## src/rtl/cond_pkg.sv

```systemverilog
// rtl/cond_pkg.sv - shared types and constants for the conditional-execution stage
package cond_pkg;

  typedef enum logic [3:0] {
    COND_EQ = 4'h0, COND_NE = 4'h1, COND_CS = 4'h2, COND_CC = 4'h3,
    COND_MI = 4'h4, COND_PL = 4'h5, COND_VS = 4'h6, COND_VC = 4'h7,
    COND_HI = 4'h8, COND_LS = 4'h9, COND_GE = 4'hA, COND_LT = 4'hB,
    COND_GT = 4'hC, COND_LE = 4'hD, COND_AL = 4'hE, COND_NV = 4'hF
  } cond_e;

  typedef struct packed {
    logic n;
    logic z;
    logic c;
    logic v;
  } flags_t;

  localparam int FLAGW_NZ = 1;
  localparam int FLAGW_CV = 0;

endpackage

```

## src/rtl/cond_check.sv

```systemverilog
// rtl/cond_check.sv - combinational evaluation of an ARMv4 condition field against NZCV
module cond_check
  import cond_pkg::*;
(
  input  logic [3:0] cond,
  input  flags_t     flags,
  output logic       cond_ex
);

  logic ge;

  assign ge = (flags.n == flags.v);

  always_comb begin
    cond_ex = 1'b0;
    case (cond_e'(cond))
      COND_EQ: cond_ex = flags.z;
      COND_NE: cond_ex = ~flags.z;
      COND_CS: cond_ex = flags.c;
      COND_CC: cond_ex = ~flags.c;
      COND_MI: cond_ex = flags.n;
      COND_PL: cond_ex = ~flags.n;
      COND_VS: cond_ex = flags.v;
      COND_VC: cond_ex = ~flags.v;
      COND_HI: cond_ex = flags.c & ~flags.z;
      COND_LS: cond_ex = ~flags.c | flags.z;
      COND_GE: cond_ex = ge;
      COND_LT: cond_ex = ~ge;
      COND_GT: cond_ex = ~flags.z & ge;
      COND_LE: cond_ex = flags.z | ~ge;
      COND_AL: cond_ex = 1'b1;
      COND_NV: cond_ex = 1'b0;
      default: cond_ex = 1'b0;
    endcase
  end

endmodule

```

## src/rtl/cond_unit.sv

```systemverilog
// rtl/cond_unit.sv - NZCV register, condition gating of write controls; COND_STATS_EN adds retire/squash counters
module cond_unit
    import cond_pkg::*;
#(
    parameter int CNT_W = 16
)
(
    input  logic       clk,
    input  logic       reset,
    input  logic       En,
    input  logic [3:0] Cond,
    input  logic [3:0] ALUFlags,
    input  logic [1:0] FlagW,
    input  logic       PCS,
    input  logic       RegW,
    input  logic       MemW,
    output logic       PCSrc,
    output logic       RegWrite,
    output logic       MemWrite,
    output logic       CondEx,
    output logic [3:0] Flags
`ifdef COND_STATS_EN
    ,
    output logic [CNT_W-1:0] ExecCnt,
    output logic [CNT_W-1:0] SquashCnt
`endif
);

    flags_t flags_q;
    logic   commit;

    cond_check u_check (
        .cond    (Cond),
        .flags   (flags_q),
        .cond_ex (CondEx)
    );

    assign commit   = En & CondEx;
    assign PCSrc    = PCS  & commit;
    assign RegWrite = RegW & commit;
    assign MemWrite = MemW & commit;
    assign Flags    = flags_q;

    always_ff @(posedge clk) begin
        if (reset) begin
            flags_q <= '0;
        end else if (commit) begin
            if (FlagW[FLAGW_NZ]) begin
                flags_q.n <= ALUFlags[3];
                flags_q.z <= ALUFlags[2];
            end
            if (FlagW[FLAGW_CV]) begin
                flags_q.c <= ALUFlags[1];
                flags_q.v <= ALUFlags[0];
            end
        end
    end

`ifdef COND_STATS_EN
    localparam logic [CNT_W-1:0] CNT_MAX = '1;

    always_ff @(posedge clk) begin
        if (reset) begin
            ExecCnt   <= '0;
            SquashCnt <= '0;
        end else if (En) begin
            if (CondEx) begin
                if (ExecCnt != CNT_MAX) ExecCnt <= ExecCnt + 1'b1;
            end else begin
                if (SquashCnt != CNT_MAX) SquashCnt <= SquashCnt + 1'b1;
            end
        end
    end
`endif

endmodule

```

## config.mk

```make
export PLATFORM = sky130hd
export DESIGN_NAME = cond_unit
export DESIGN_NICKNAME = d
export VERILOG_FILES = /design/src/rtl/cond_pkg.sv /design/src/rtl/cond_check.sv /design/src/rtl/cond_unit.sv
export SDC_FILE = /design/constraint.sdc
export NUM_CORES = 1
export LEC_CHECK = 0
export ABC_AREA = 0
export CORE_AREA = 2 2 39 41
export DETAILED_ROUTE_END_ITERATION = 8
export DIE_AREA = 0 0 41 43
export GPL_ROUTABILITY_DRIVEN = 0
export HOLD_SLACK_MARGIN = 0.03
export PLACE_DENSITY = 0.7
export SLEW_MARGIN = 10
export SYNTH_ARGS = -nofsm -noshare
export SYNTH_HDL_FRONTEND = slang
export SYNTH_SLANG_ARGS = --single-unit
export TNS_END_PERCENT = 100
```

## constraint.sdc

```tcl
create_clock -name clk -period 2.7 [get_ports clk]
set_input_delay 0.54 -clock clk [delete_from_list [all_inputs] [get_ports clk]]
set_output_delay 0.54 -clock clk [all_outputs]
set_load 0.005 [all_outputs]
```

==> impl_metrics.yaml <==
clock_tree:
  clk_latency_ns: 0.24
  cts-root-buf: "clkbuf_4"
  cts_buffer_depth: 2
  clock-sinks: 4
  cts_tree: "built"
  clkTransAtPathRegs_ns: 0.04
  htree_levels: 1
  cts_buffers: 3
finish:
  drive_above_1_share_pct: 39.6
  largest_reg_flops: 4
  fill_cells: 140
  seq_area_um2: 87.6
  multi_input_area_um2: 372
  antenna_cells: 0
  nets: 109
  syn2layout_area_growth_pct: 87.8
setup_path:
  end_kind: "output port"
  arrival_ns: 2.05
  r2r-start: "Flags[0]"
  r2r_end: "Flags[0]"
  critPathRequiredTime_ns: 2.16
  startpoint_type: "input port"
  crit_path_max_fanout: 6
  criticalPathCategory: "input port to output port"
  r2r_slack_ns: 0.56
  r2r_cells: 10
floorplanning:
  num_rows: 14
  core_area_um2: 1380
  pin_count: 24
  initial_core_util_pct: 31.9
  die-area_um2: 1760
  dieHeight_um: 43
  die_w_um: 41
yosys:
  yosysSeqAreaShare_pct: 18.1
  synth_nets: 69
  postSynth.asyncResetShare_pct: 0
  yosysTopAreaCellShare_pct: 18.1
  synth_area_leaders: "dfxtp_1 (18%), nand4b_1 (7.9%), a2111oi_4 (6.2%)"
  synth_edf_count: 0
  ys_warn_count: 0
  avgSynthCellArea_um2: 8.33
  ys.flop_type: "dfxtp_1"
  synthTopCellsByCount: "dfxtp_1 (4), nand4b_1 (4), o21ai_1 (4)"
  synth-seq-cells: 4
  synth_cells: 53
  yosys.area.top_type: "dfxtp_1"
  synth_area_um2: 442
  synth_cell_type_count: 30
flow_run:
  maxCapViolations: 0
route:
  ant_nets: 0
  via_per_inst: 5.21
  routed_wl_mm: 1.30
  dr.pass1.iters: 4
  drc_errors: 0
  vias: 558
  drt_iter0_markers: 3
  wire_per_inst_um: 12.1
global_route:
  grt_max_degree: 11
  antenna_found_initial: 0
  use_met1_pct: 18.6
  gr-usage-met2_pct: 28.1
  met3_usage_pct: 5.24
  grt.total_usage_pct: 17.4
  grt_pass1_vias: 498
  grt_pass1_wl_mm: 2.05
  top_usage_layer: "met2"
  grt-ovfl-total: 0
min_path:
  whs_path_depth: 2
  min-delay-path-class: "flip-flop to flip-flop"
  holdPathEnd: "Flags[1]"
  hp-start: "Flags[1]"
timing:
  hold_viol: 0
  setup_viol: 0
  period_needed_ns: 2.59
  rsz0062_at_grt: "false"
  clock-skew-final_ns: 0.00112
  relSlewSlack_pct: 79.5
  min_period_over_period_pct: 96.0
  slew_violations: 0
  setup_tns_ns: 0
  worst_pin_slew_ns: 0.307
  fmax_mhz: 386
  whs_ns: 0.550
placement:
  io_buffer_count: 23
  hpwl_um: 897
power_and_ir_drop:
  irDropWorstVdd_uv: 215
  p_leak_uw: 0.000342
  powerDensity_nw_per_um2: 309
outcome:
  status: "finished clean"
## routing by layer
layer,vias to the layer above,share of wire (%)
met1,263,39
met2,16,55
met4,0,0.46
met5,-,0
met3,2,6.0
li1,277,-
## cell families after synthesis
family                 after synthesis  share of synthesized area, %
AND/OR/NAND/NOR                     25                          39.4
AO/OA/AOI/OAI                       16                          28.3
flip-flops                           4                          18.1
buffers and inverters                4                          3.96
XOR/XNOR                             2                          5.67
multiplexers                         2                          4.53
## cell type report
cell class	count	area share [%]
Inverter	1	0.452
Multi-Input combinational cell	45	44.8
Timing Repair Buffer	38	39.1
Sequential cell	4	10.6
Clock buffer	3	2.71
Tap cell	16	2.41
## worst max path at each step
| stage | startpoint | end | slack [ns] | cells past startpoint |
|---|---|---|---|---|
| floorplan | Cond[0] | MemWrite | 0.33 | 6 |
| global placement | Cond[2] | RegWrite | -0.57 | 7 |
| detailed placement | Cond[2] | RegWrite | -0.61 | 7 |
| CTS | Flags[0] | RegWrite | 0.01 | 8 |
| global route | Flags[0] | RegWrite | 0.02 | 8 |
| finish | Cond[0] | RegWrite | 0.11 | 9 |
## stage by stage
stage | setup slack, ns | cells | instance area [µm²] | power [µW] | util, %
after floorplan | 0.327 | 53 | 442 | 113 | -
after global placement | -0.571 | 95 | 723 | 164 | 52.3
after detailed placement | -0.605 | 95 | 723 | 165 | 52.3
after CTS | 0.0121 | 105 | 808 | 255 | 58.4
after global routing | 0.0184 | 107 | 830 | 276 | 59.9
final | 0.107 | 107 | 830 | 256 | 59.9
## cells in the final DEF (no fill, tap or decap), drive strengths merged, types with 2 or more instances in the layout
cell type	Yosys	final
xnor2	2	2
nand4b	4	4
a211oi	2	2
nor2	3	3
and2	5	5
clkbuf	1	5
o21a	2	2
nor2b	2	2
buf	2	17
dlygate4sd2	0	3
dfxtp	4	4
mux2i	2	2
nand2b	3	3
clkdlybuf4s50	0	15
nand2	2	2
o21ai	6	6
## power breakdown
| part | switching [µW] | total (µW) | internal [µW] |
|---|---|---|---|
| sequential | 4.86 | 66.1 | 61.3 |
| clock | 25.9 | 75.7 | 49.8 |
| combinational | 41.4 | 114 | 73.1 |
## worst max-delay path: stages
cell and delay, ns:
clkbuf_4 0.14, nor2_2 0.12, a211oi_1 0.08, a211o_1 0.28, a2111oi_4 0.40, buf_4 0.18
buf_4 0.09, and2_4 0.12, clkbuf_2 0.10
## repair_timing
action,in CTS,in global routing
endpoints found under the setup margin,4,2
pin swaps,9,3
setup buffers,7,2
resized for setup,29,4
hold endpoints to repair,0,0
hold buffers,0,0
No activity file was read; power rests on OpenSTA's default activity.
==> RTL change 1 (config.mk and constraints unchanged) <==
Add an input register stage for `Cond`, `ALUFlags`, `FlagW`, `PCS`, `RegW` and `MemW`; this delays them by one clock. The other inputs are not delayed to match.
--- a/src/rtl/cond_unit.sv
+++ b/src/rtl/cond_unit.sv
@@ -27,9 +27,25 @@
 );
 
+    logic [3:0] Cond_q;
+    logic [3:0] ALUFlags_q;
+    logic [1:0] FlagW_q;
+    logic PCS_q;
+    logic RegW_q;
+    logic MemW_q;
+
+    always_ff @(posedge clk) begin
+        Cond_q     <= Cond;
+        ALUFlags_q <= ALUFlags;
+        FlagW_q    <= FlagW;
+        PCS_q      <= PCS;
+        RegW_q     <= RegW;
+        MemW_q     <= MemW;
+    end
+
     flags_t flags_q;
     logic   commit;
 
     cond_check u_check (
-        .cond    (Cond),
+        .cond    (Cond_q),
         .flags   (flags_q),
         .cond_ex (CondEx)
@@ -37,7 +53,7 @@
 
     assign commit   = En & CondEx;
-    assign PCSrc    = PCS  & commit;
-    assign RegWrite = RegW & commit;
-    assign MemWrite = MemW & commit;
+    assign PCSrc    = PCS_q & commit;
+    assign RegWrite = RegW_q & commit;
+    assign MemWrite = MemW_q & commit;
     assign Flags    = flags_q;
 
@@ -46,11 +62,11 @@
             flags_q <= '0;
         end else if (commit) begin
-            if (FlagW[FLAGW_NZ]) begin
-                flags_q.n <= ALUFlags[3];
-                flags_q.z <= ALUFlags[2];
+            if (FlagW_q[FLAGW_NZ]) begin
+                flags_q.n <= ALUFlags_q[3];
+                flags_q.z <= ALUFlags_q[2];
             end
-            if (FlagW[FLAGW_CV]) begin
-                flags_q.c <= ALUFlags[1];
-                flags_q.v <= ALUFlags[0];
+            if (FlagW_q[FLAGW_CV]) begin
+                flags_q.c <= ALUFlags_q[1];
+                flags_q.v <= ALUFlags_q[0];
             end
         end
Function: changed (a bounded check fails within 4 cycles, from zero or initial values and one cycle with reset high).
==> RTL change 1 against the original RTL <==
Via count increased by 2.0%; sequential cell count increased by 13; synthesized cell count increased by 25%; cell count increased by 3.7%; sequential share of layout area increased by 24 points; global-route usage increased by 0.23 points; area after synthesis increased by 58%; largest power group is now sequential cells; power increased by 94%; clock skew increased by 0.0062 ns; largest cell class is now sequential cells; worst setup slack got worse by 0.030 ns; non-clock buffer count decreased by 10; die area unchanged; routed wire length decreased by 0.38%; design area increased by 22%.
==> RTL change 1: results <==
group,metric,value,unit
critical_path,critical_path_peak_fanout,2,
route,detailroute.wirelength.met2,681,um
critical_path,rr_endpoint,"Flags[1]",
clock_network,cts_buffers,3,
route,top_layer_used,"met3",
route,routedLengthMet1,561,um
power,worst_ir_drop_vdd,0.3195,mV
critical_path,worst_r2r_startpoint,"Flags[0]",
placement,dp_hpwl,973.6,um
global_routing,groute.usage.overall,0.1758,
clock_network,clock_path_buffers,2,
synthesis,synth_warn,0,
cells_and_area,multi_input_comb_area,345.3,um2
cells_and_area,layout-drive-gt1-share,0.2316,
critical_path,arr_time_crit_path,2.08,ns
synthesis,synth-main-ff-cell,"sky130_fd_sc_hd__dfxtp_1",
timing,finalHoldWorstSlack,0.4683,ns
synthesis,netlist-cell-type-count,29,
power,power_report.internal_total,379.5,uW
global_routing,grt_pass1_vias,530,
outcome,run_status,"complete, no violations",
global_routing,antenna_found_initial,0,
critical_path,cp-endpoint,"CondEx",
cells_and_area,final_nets,112,
critical_path,critPathTopFamily,"buffers and inverters",
critical_path,reg2reg_setup_slack,0.69,ns
critical_path,worst-r2r-cell-count,9,
route,vias_per_cell,5.126,
synthesis,seq_area_frac_synth,0.4866,
worst_hold_path,min_path_cells,2,
route,detailedRoute.firstIterationViolations,9,
clock_network,insertion_delay,0.28,ns
cells_and_area,final.fill_count,111,
critical_path,setup.worst_path.start,"Flags[3]",
critical_path,timing.critical_path.slowest_stage_cell,"sky130_fd_sc_hd__clkdlybuf4s50_1",
global_routing,grt_pass1_wl,2.118,mm
timing,worst_pin_slew,0.3415,ns
synthesis,synth_area_leaders,"sky130_fd_sc_hd__dfxtp_1 (49%), sky130_fd_sc_hd__nand4b_1 (5.0%), sky130_fd_sc_hd__a2111oi_4 (3.9%)",
route,routed_wire_length_per_instance,11.67,um
placement,post_dp_cell_area,950.9,um2
power,total_leakage_power,0.0004190,uW
clock_network,cts.reportedPaths.clkPinSlew,0.10,ns
clock_network,root_buffer,"sky130_fd_sc_hd__clkbuf_4",
timing,clock-skew-final,0.007308,ns
synthesis,syn_nets,82,
synthesis,synth_common_cells,"sky130_fd_sc_hd__dfxtp_1 (17), sky130_fd_sc_hd__nand4b_1 (4), sky130_fd_sc_hd__o21ai_1 (4)",
synthesis,ys_async_sr_fraction,0,
worst_hold_path,hold_end,"Flags[2]",
clock_network,maximum_level_of_the_cts_h_tree,1,
route,detail_route.first_pass.iterations,4,
critical_path,critical_path.max_stage_delay,0.46,ns
worst_hold_path,holdCritStartpoint,"ALUFlags_q[2]",
global_routing,pin_count_of_the_biggest_net_entering_global_routing,11,
route,met3_length,52,um
-- RTL change 1: power groups by stage --
| stage | clock (uW) | sequential [uW] | combinational, uW |
|---|---|---|---|
| after detailed placement | 0 | 282 | 85.8 |
| after floorplan | 0 | 276 | 45.0 |
| after CTS | 135 | 276 | 87.9 |
| after global routing | 143 | 278 | 99.7 |
| final | 131 | 276 | 91.0 |
| after global placement | 0 | 282 | 83.9 |
-- RTL change 1: repair_timing --
item,CTS,global route
resized for setup,5,8
hold buffers,0,0
endpoints found under the setup margin,3,4
buffers inserted,1,2
pin swaps,3,4
-- RTL change 1: metal layers --
metal,track usage,vias up
met1,0.2040,263
met5,0,-
met4,0.06000,0
met3,0.05759,0
met2,0.2875,10
li1,-,296
-- RTL change 1: per-stage QoR --
step	worst slack (ns)	cells	total power (uW)	setup TNS (ns)
3_5_place_dp	0.06604	104	367.8	0
3_3_place_gp	0.1036	104	365.4	0
2_1_floorplan	0.5625	66	321.0	0
6_report	0.07631	111	497.8	0
4_1_cts	-0.1855	109	498.8	-0.5375
5_1_grt	-0.03557	111	520.6	-0.05761
-- RTL change 1: cells by family after synthesis --
logic type             share of synthesized area
XOR/XNOR                                 0.03579
multiplexers                             0.02862
buffers and inverters                    0.02504
flip-flops                                0.4866
AND/OR/NAND/NOR                           0.2451
AO/OA/AOI/OAI                             0.1789
-- RTL change 1: worst min-delay path, stage by stage (launching register included) --
cell	delay (ns)
sky130_fd_sc_hd__dfxtp_1	0.31
sky130_fd_sc_hd__nand4b_1	0.08
sky130_fd_sc_hd__o21ai_1	0.05
-- RTL change 1: layout make-up --
cell class              instances  share of cell area
multi-input cells              45              0.3403
well taps                      16             0.01973
flip-flops and latches         17              0.3453
repair buffers                 28              0.2639
clock buffers                   3             0.02219
inverters                       1            0.003699
clock inverters                 1            0.004932
==> RTL change 2 (same flow settings) <==
Without the edit above. Put a register stage on the outputs `PCSrc`, `RegWrite` and `MemWrite`, cleared by the reset. The values now appear one clock later. The other outputs are not delayed to match.
--- a/src/rtl/cond_unit.sv
+++ b/src/rtl/cond_unit.sv
@@ -37,7 +37,15 @@
 
     assign commit   = En & CondEx;
-    assign PCSrc    = PCS  & commit;
-    assign RegWrite = RegW & commit;
-    assign MemWrite = MemW & commit;
+    always_ff @(posedge clk) begin
+        if (reset) begin
+            PCSrc    <= '0;
+            RegWrite <= '0;
+            MemWrite <= '0;
+        end else begin
+            PCSrc    <= PCS  & commit;
+            RegWrite <= RegW & commit;
+            MemWrite <= MemW & commit;
+        end
+    end
     assign Flags    = flags_q;
 
Behaviour: not the same (Yosys sat finds a counterexample within 4 cycles, from zero or initial values and one cycle with reset high).
==> RTL change 2 against the original RTL <==
Worst setup slack got worse by 0.011 ns; power increased by 15%; sequential cell count increased by 3; global-route usage decreased by 3.9 points; via count decreased by 23%; design area decreased by 8.0%; routed wire length decreased by 18%; area after synthesis decreased by 0.85%; largest power group is now sequential cells; highest routed layer unchanged.
==> RTL change 2: results <==
group,metric,value,unit
critical_path,critical_path.max_stage_delay,0.51,ns
route,routed_wl,1.066,mm
clock_network,cts.reportedPaths.clkPinSlew,0.06,ns
outcome,run_status,"complete, no violations",
route,detail_route.first_pass.iterations,3,
global_routing,met3_usage,0.01571,
critical_path,worst-r2r-cell-count,5,
critical_path,rr_endpoint,"Flags[1]",
global_routing,groute.layer.met1.usage,0.1650,
critical_path,worst_r2r_startpoint,"Flags[2]",
cells_and_area,final_nets,93,
route,detailroute.via_count,431,
placement,buffer_ports.inserted,23,
synthesis,seq_area_frac_synth,0.3200,
power,total_leakage_power,0.0002973,uW
global_routing,global_route.usage.met2,0.1844,
timing,worst_pin_slew,0.3142,ns
global_routing,pin_count_of_the_biggest_net_entering_global_routing,12,
synthesis,number_of_standard_cells_after_synthesis,43,
global_routing,grt_pass1_vias,361,
critical_path,critical_path_peak_fanout,2,
critical_path,reg2reg_setup_slack,0.88,ns
power,worst_ir_drop_vdd,0.2066,mV
synthesis,netlist-cell-type-count,18,
route,detailedRoute.firstIterationViolations,8,
cells_and_area,final-instance-count-excl-fill,92,
global_routing,groute.usage.overall,0.1348,
cells_and_area,final.fill_count,134,
synthesis,syn_nets,59,
global_routing,grt_pass1_wl,1.531,mm
critical_path,timing.critical_path.slowest_stage_cell,"sky130_fd_sc_hd__or4b_1",
placement,place.detailed.instances,87,
synthesis,synth_common_cells,"sky130_fd_sc_hd__nand2b_1 (10), sky130_fd_sc_hd__dfxtp_1 (7), sky130_fd_sc_hd__mux2i_1 (4), sky130_fd_sc_hd__and4b_1 (3), sky130_fd_sc_hd__nand2_1 (3)",
synthesis,synth_area_leaders,"sky130_fd_sc_hd__dfxtp_1 (32%), sky130_fd_sc_hd__nand2b_1 (14%), sky130_fd_sc_hd__mux2i_1 (9.1%)",
placement,dp_hpwl,872.3,um
critical_path,cp-endpoint,"CondEx",
cells_and_area,layout-drive-gt1-share,0.2368,
critical_path,critPathTopFamily,"buffers and inverters",
timing,clock-skew-final,0.001443,ns
synthesis,synth_top_area_share,0.3200,
## RTL change 2: worst min-delay path by stage
stage / start / depth (start not counted) / slack, ns / endpoint
after CTS: Flags[0] / 2 / 0.53 / Flags[0]
after global placement: Flags[1] / 2 / 0.51 / Flags[1]
after floorplan: Flags[1] / 2 / 0.49 / Flags[1]
after detailed placement: Flags[0] / 2 / 0.52 / Flags[0]
after global routing: Flags[0] / 2 / 0.54 / Flags[0]
final: Flags[1] / 2 / 0.53 / Flags[1]
## RTL change 2: metrics by stage
| step | setup TNS [ns] | cell area, um2 | utilization | setup slack [ns] | total power, uW |
|---|---|---|---|---|---|
| after floorplan | 0 | 437.9 | - | 0.7324 | 145.2 |
| after global placement | -0.3183 | 729.5 | 0.5271 | -0.3183 | 195.2 |
| after detailed placement | -0.3576 | 729.5 | 0.5271 | -0.3576 | 196.7 |
| after CTS | 0 | 755.7 | 0.5461 | 0.06076 | 296.7 |
| after global routing | 0 | 763.2 | 0.5515 | 0.02803 | 308.8 |
| final | 0 | 763.2 | 0.5515 | 0.09591 | 295.4 |
## RTL change 2: logic make-up (layout without fill, tap and decap cells)
logic type	count (synthesis)	count (layout)	synth area share
flops	7	7	0.3200
xor+xnor	3	3	0.07716
mux	5	5	0.1429
compound gates	8	8	0.1686
simple gates	19	19	0.2829
buf+inv	1	34	0.008563
## RTL change 2: layout make-up
class	instances	area [um2]	area share
Sequential cell	7	140.1	0.1836
Tap cell	16	20.02	0.02623
Timing Repair Buffer	30	282.8	0.3705
Clock buffer	4	26.28	0.03443
Multi-Input combinational cell	35	294.0	0.3852
## RTL change 2: worst reg2reg max path, stage by stage, from the launching register on
cell	delay, ns
sky130_fd_sc_hd__dfxtp_1	0.35
sky130_fd_sc_hd__or4b_1	0.53
sky130_fd_sc_hd__a21o_1	0.22
sky130_fd_sc_hd__buf_4	0.14
sky130_fd_sc_hd__a211oi_2	0.30
sky130_fd_sc_hd__mux2i_1	0.22
## RTL change 2: layer usage
metal | part of all wire | routed length, um | vias up
met2 | 0.47 | 500 | 11
met1 | 0.45 | 481 | 193
li1 | - | - | 223
met3 | 0.042 | 45 | 4
met4 | 0.037 | 39 | 0
met5 | 0 | 0 | -
## RTL change 2: where the power goes
group	leakage (uW)	total, uW	internal [uW]	switching, uW
clock network	0.0000150	100	56.7	43.6
registers	0.0000570	112	108	3.71
logic	0.000225	83.5	54.1	29.5
## RTL change 2: repair_timing
action,CTS,global route
setup endpoints to repair,1,1
setup buffers,0,1
cloned,0,0
pin swaps,0,1
resized for setup,4,0
